File: src/rtl/vt_spi_session_master.sv
// SPI session master: one 64-bit full-duplex frame per START, CS framed with setup/hold/gap guard times.
// Latency: START->DONE = 1+SETUP_CYC+128*HALF_PERIOD+HOLD_CYC cycles; no backpressure, START is ignored unless idle.
module vt_spi_session_master #(
    parameter int HALF_PERIOD = 5,
    parameter int SETUP_CYC   = 2,
    parameter int HOLD_CYC    = 1,
    parameter int GAP_CYC     = 152
) (
    input  logic        CLK,
    input  logic        RST,
    input  logic        START,
    input  logic [63:0] TXDATA,
    input  logic        SPI_MISO,
    output logic        SPI_CS,
    output logic        SPI_CLK,
    output logic        SPI_MOSI,
    output logic [63:0] RXDATA,
    output logic        BUSY,
    output logic        DONE
);

    typedef enum logic [2:0] {
        IDLE,
        SETUP,
        SHIFT,
        HOLD,
        GAP
    } state_t;

    localparam logic [9:0] SETUP_LAST = 10'(SETUP_CYC - 1);
    localparam logic [9:0] HOLD_LAST  = 10'(HOLD_CYC - 1);
    localparam logic [9:0] GAP_LAST   = 10'(GAP_CYC - 1);
    localparam logic [7:0] PHASE_LAST = 8'(HALF_PERIOD - 1);

    state_t      state;
    logic [63:0] tx_sr;     // bits still to be sent after the one on SPI_MOSI
    logic [63:0] rx_sr;
    logic [9:0]  cyc_cnt;
    logic [7:0]  phase_cnt;
    logic [6:0]  bit_cnt;

    always_ff @(posedge CLK) begin
        if (RST) begin
            state     <= IDLE;
            tx_sr     <= 64'h0;
            rx_sr     <= 64'h0;
            cyc_cnt   <= 10'd0;
            phase_cnt <= 8'd0;
            bit_cnt   <= 7'd0;
            SPI_CS    <= 1'b1;
            SPI_CLK   <= 1'b0;
            SPI_MOSI  <= 1'b0;
            RXDATA    <= 64'h0;
            BUSY      <= 1'b0;
            DONE      <= 1'b0;
        end else begin
            DONE <= 1'b0;
            case (state)
                IDLE: begin
                    if (START) begin
                        tx_sr    <= {TXDATA[62:0], 1'b0};
                        SPI_MOSI <= TXDATA[63];
                        rx_sr    <= 64'h0;
                        cyc_cnt  <= 10'd0;
                        bit_cnt  <= 7'd0;
                        SPI_CS   <= 1'b0;
                        BUSY     <= 1'b1;
                        state    <= SETUP;
                    end
                end

                SETUP: begin
                    if (cyc_cnt == SETUP_LAST) begin
                        cyc_cnt   <= 10'd0;
                        phase_cnt <= 8'd0;
                        state     <= SHIFT;
                    end else begin
                        cyc_cnt <= cyc_cnt + 10'd1;
                    end
                end

                SHIFT: begin
                    if (phase_cnt != PHASE_LAST) begin
                        phase_cnt <= phase_cnt + 8'd1;
                    end else begin
                        phase_cnt <= 8'd0;
                        if (!SPI_CLK) begin
                            // Rising edge: capture MISO alongside the edge we drive
                            SPI_CLK <= 1'b1;
                            rx_sr   <= {rx_sr[62:0], SPI_MISO};
                            bit_cnt <= bit_cnt + 7'd1;
                        end else begin
                            SPI_CLK <= 1'b0;
                            if (bit_cnt == 7'd64) begin
                                SPI_MOSI <= 1'b0;
                                bit_cnt  <= 7'd0;
                                cyc_cnt  <= 10'd0;
                                state    <= HOLD;
                            end else begin
                                SPI_MOSI <= tx_sr[63];
                                tx_sr    <= {tx_sr[62:0], 1'b0};
                            end
                        end
                    end
                end

                HOLD: begin
                    if (cyc_cnt == HOLD_LAST) begin
                        SPI_CS  <= 1'b1;
                        RXDATA  <= rx_sr;
                        DONE    <= 1'b1;
                        cyc_cnt <= 10'd0;
                        state   <= GAP;
                    end else begin
                        cyc_cnt <= cyc_cnt + 10'd1;
                    end
                end

                GAP: begin
                    // The DONE cycle is the first of the GAP_CYC busy cycles
                    if (cyc_cnt == GAP_LAST) begin
                        BUSY    <= 1'b0;
                        cyc_cnt <= 10'd0;
                        state   <= IDLE;
                    end else begin
                        cyc_cnt <= cyc_cnt + 10'd1;
                    end
                end

                default: state <= IDLE;
            endcase
        end
    end

endmodule

File: config.mk
export PLATFORM = sky130hd
export DESIGN_NAME = vt_spi_session_master
export DESIGN_NICKNAME = d
export VERILOG_FILES = /design/src/rtl/vt_spi_session_master.sv
export SDC_FILE = /design/constraint.sdc
export NUM_CORES = 1
export LEC_CHECK = 0
export ABC_CLOCK_PERIOD_IN_PS = 3100
export BUFFER_PORTS_ARGS = -buffer_cell sky130_fd_sc_hd__buf_2
export CORE_UTILIZATION = 64
export CTS_BUF_LIST = sky130_fd_sc_hd__clkbuf_8
export CTS_CLUSTER_DIAMETER = 80
export DETAILED_ROUTE_END_ITERATION = 8
export PLACE_DENSITY = 0.93
export SYNTH_ARGS = -nofsm -noshare
export SYNTH_HDL_FRONTEND = slang
export SYNTH_SLANG_ARGS = --single-unit
File: constraint.sdc
create_clock -name CLK -period 3.1 [get_ports CLK]
set_input_delay 0.155 -clock CLK [delete_from_list [all_inputs] [get_ports CLK]]
set_output_delay 0.155 -clock CLK [all_outputs]
set_load 0.1 [all_outputs]
==> key figures <==
Logic synthesis
  • Ys Warns: 0
  • Async set-reset flop share out of synthesis: 0%
  • Synth Area in Adders: 0.937%
  • Ys flop type: dfxtp_1
  • Top cells by area, synth: dfxtp_1, a21oi_1, nand2_1
  • Synth Area in XOR/XNOR: less than 1%
  • Post-Syn Area per Cell: around 8.7 um^2
  • FF+latch count, synth: roughly 220
  • Top-area cell type share of the netlist area: about 48%
  • Dominant cell type by area after synthesis: dfxtp_1
  • Synth Instances: approximately 1,100
  • Commonest cells post-synth: dfxtp_1, a21oi_1, nand2_1
  • Count leader, synth: dfxtp_1
  • EDFF count, synth: 0
  • Netlist cell types: 52
  • Seq/Total Area, Yosys: between 40% and 50%
  • Area share of and/or/nand/nor cells after synthesis: between 10% and 20%
  • Syn Nets: 1,153
  • Post-synthesis compound-gate area fraction: 20.0%
  • Post-synthesis mux area share: a little under 7%
  • Largest family of logic cells by synthesized area: compound AO/OA/AOI/OAI gates
  • Synthesized area: roughly 9300 um^2

Route
  • Router iterations before antenna repair: 7
  • DRT antenna net count: 0
  • Top Metal Used: met4
  • Wire length on met1: between 9000 and 10,000 um
  • Met3 wire length: between 1500 and 2000 um
  • Metal2 WL: about 12,000 um
  • Final WL: 25,300 um
  • Vias: 8,793
  • Post-DR wirelength/cell: between 15 and 20 um
  • Drt via density: 6.26
  • Initial DRC count: 920
  • Remaining DRCs: 0

Power and ir drop
  • P_leak: between 3 and 4 nW
  • Pwr per Cell Area: 570 nW/um^2
  • Seq pwr share: 49.3%
  • Logic gate share of total power: between 10% and 20%
  • P_sw: approximately 1.7 mW
  • Pwr Total: between 6 and 7 mW
  • Cell Int Power: between 4 and 5 mW
  • Switching part of the total power: between 20 and 30%
  • Peak supply drop: 0.515 mV
  • Clock power share: 39.1%

Finish
  • Fillers: ~800
  • Post-Layout Cell Count: 1,405
  • Ant diodes: 0
  • Final core utilization: between 70% and 80%
  • Fraction of layout instances using a drive strength above 1: slightly below 20%
  • Area Overhead vs Synth: 17.0%
  • Layout Nets: approximately 1,300

Clock tree
  • H-tree levels: 2
  • Clk buf depth: 3
  • Root Buffer: clkbuf_8
  • Cts hold-fix bufs: 32
  • Clock Sinks: around 220
  • Num CTS Buffers: 36
  • Clk_lat worst skew: between 0.5 and 0.6 ns
  • Post-CTS resize count: 0
  • CTS tree: built
  • Worst-path clk slew: roughly 0.06 ns
  • Post-CTS Setup Repair Bufs: 0

Global routing
  • Largest net degree at the start of global routing: around 100
  • Vias in the first global route: 8,465
  • First-pass GRT wire length: about 40,000 um
  • Total track usage: 33.6%
  • Gr ovfl total: 0
  • Initial antenna violation count: 0

Timing
  • Slew HR: about half
  • Min Tclk post-route: ~2.4 ns
  • Tcrit/Tclk final: approximately 80%
  • RSZ-0062 raised after global routing: no
  • Endpoints failing hold: 0
  • Setup violators final: 0
  • Slew Limit Fails: 0
  • Least-Margin Pin Slew: ~0.73 ns
  • Max Fclk: ~410 MHz
  • Hold WS: roughly 0.014 ns
  • Setup TNS: 0 ns
  • Final setup skew: 0.0227 ns

Placement
  • Hpwl dp: approximately 13,000 um
  • PortBufs: 136
  • DP Cell Count: ~1,300
  • Global placer's final weighted congestion: roughly 0.86

Die
  • Die area: 15,100 um^2
  • Die Span Y: about 120 um
  • Rows: between 40 and 50
  • # IOs: between 100 and 150
  • Initial core utilization: 66.6%
  • Core ar.: between 10,000 and 15,000 um^2
  • Die Wd: between 100 and 150 um

Flow run
  • # Max-Cap Violations: 0

Worst setup path
  • WP data required: between 3 and 4 ns
  • Startpoint class of the critical path: flop
  • Crit-path cells: inv_1 > ha_1 > nor4b_4 > and2_2 > a31o_2 > buf_4 > a21oi_1 > a211oi_1
  • Crit-path slowest cell: buf_4
  • Crit Path Max Fanout: 40
  • WP buf/inv: 2
  • Setup crit end kind: flop
  • Crit path DAT: around 2.8 ns
  • Critical path class: reg2reg
  • Top delay family on crit path: compound AO/OA/AOI/OAI gates
  • CP max stage delay: roughly 0.39 ns

Min path
  • HP Class: in2reg

Outcome
  • Status: finished clean
==> cell type report <==
cell class	count	area [um^2]	share of cell area (%)
Inverter	7	26.3	0.240
Multi-Input combinational cell	750	4360	39.8
Clock buffer	45	619	5.66
Sequential cell	224	4490	41.1
Tap cell	180	225	2.06
Timing Repair Buffer	184	1150	10.5
Clock inverter	15	66.3	0.607
==> through the flow <==
stage	area [um^2]	setup WS [ns]
global placement	9930	0.887
global route	10900	0.530
detailed placement	9930	0.820
finish	10900	0.687
floorplan	9350	0.612
CTS	10900	0.786
==> logic make-up (layout without fill, tap and decap cells) <==
kind of cell | count (synthesis) | after routing
simple gates | 362 | 362
compound gates | 311 | 311
flops | 224 | 224
buf+inv | 104 | 251
mux | 63 | 63
fa+ha+maj | 7 | 7
xor+xnor | 7 | 7
==> flip-flops by register name (all words and copies together), names as in the netlist <==
register and cells:
SPI_CLK 1, rx_sr 64, tx_sr 63, BUSY 1, RXDATA 64, bit_cnt 7, DONE 1, state 3
SPI_MOSI 1, phase_cnt 8, SPI_CS 1, cyc_cnt 10
==> metal layers <==
layer  vias up  GRT usage [%]
li1       4037              -
met1      4138           39.7
met2       489           56.7
met3       129           7.43
met4         0           17.7
met5         -              0
==> worst paths after layout <==
path                end  slack (ns)  cells past startpoint         start
max reg2reg   tx_sr[11]        0.69                      8  phase_cnt[0]
min reg2reg  RXDATA[24]        0.45                      2    RXDATA[24]
max           tx_sr[11]        0.69                      8  phase_cnt[0]
min            tx_sr[6]        0.01                      3     TXDATA[5]
==> power groups by stage <==
stage / combinational [mW] / clock, mW / sequential, mW
floorplan: 0.512 / 0 / 3.12
global placement: 0.619 / 0 / 3.11
detailed placement: 0.639 / 0 / 3.12
CTS: 0.680 / 2.43 / 3.06
global route: 0.771 / 2.57 / 3.08
finish: 0.722 / 2.44 / 3.07
==> worst reg2reg max path: cells and delay by family (launching register included) <==
family / cells / cell delay, ns
AND/OR/NAND/NOR: 2 / 0.61
AO/OA/AOI/OAI: 3 / 0.71
flip-flops: 1 / 0.35
buffers and inverters: 2 / 0.46
adder cells (fa/ha/maj): 1 / 0.15
==> cell usage in the layout (no fill, tap or decap), drive strengths merged, types with 3 or more instances in the layout <==
cell,Yosys,layout
o31ai,3,3
or4,3,3
or2,3,3
nand3,83,83
a311oi,6,6
a21oi,215,215
nor4,3,3
nand4,5,5
nor4b,3,3
and3,4,4
clkbuf,58,45
inv,7,18
nand2b,5,5
and2,3,3
nor2,18,18
nand2,207,207
xnor2,7,7
o21ai,10,10
mux2i,63,63
or3,7,7
nor3,6,6
dlygate4sd3,0,32
buf,39,152
ha,7,7
nor2b,5,5
dfxtp,224,224
a211oi,67,67
(Power assumes the default switching activity.)
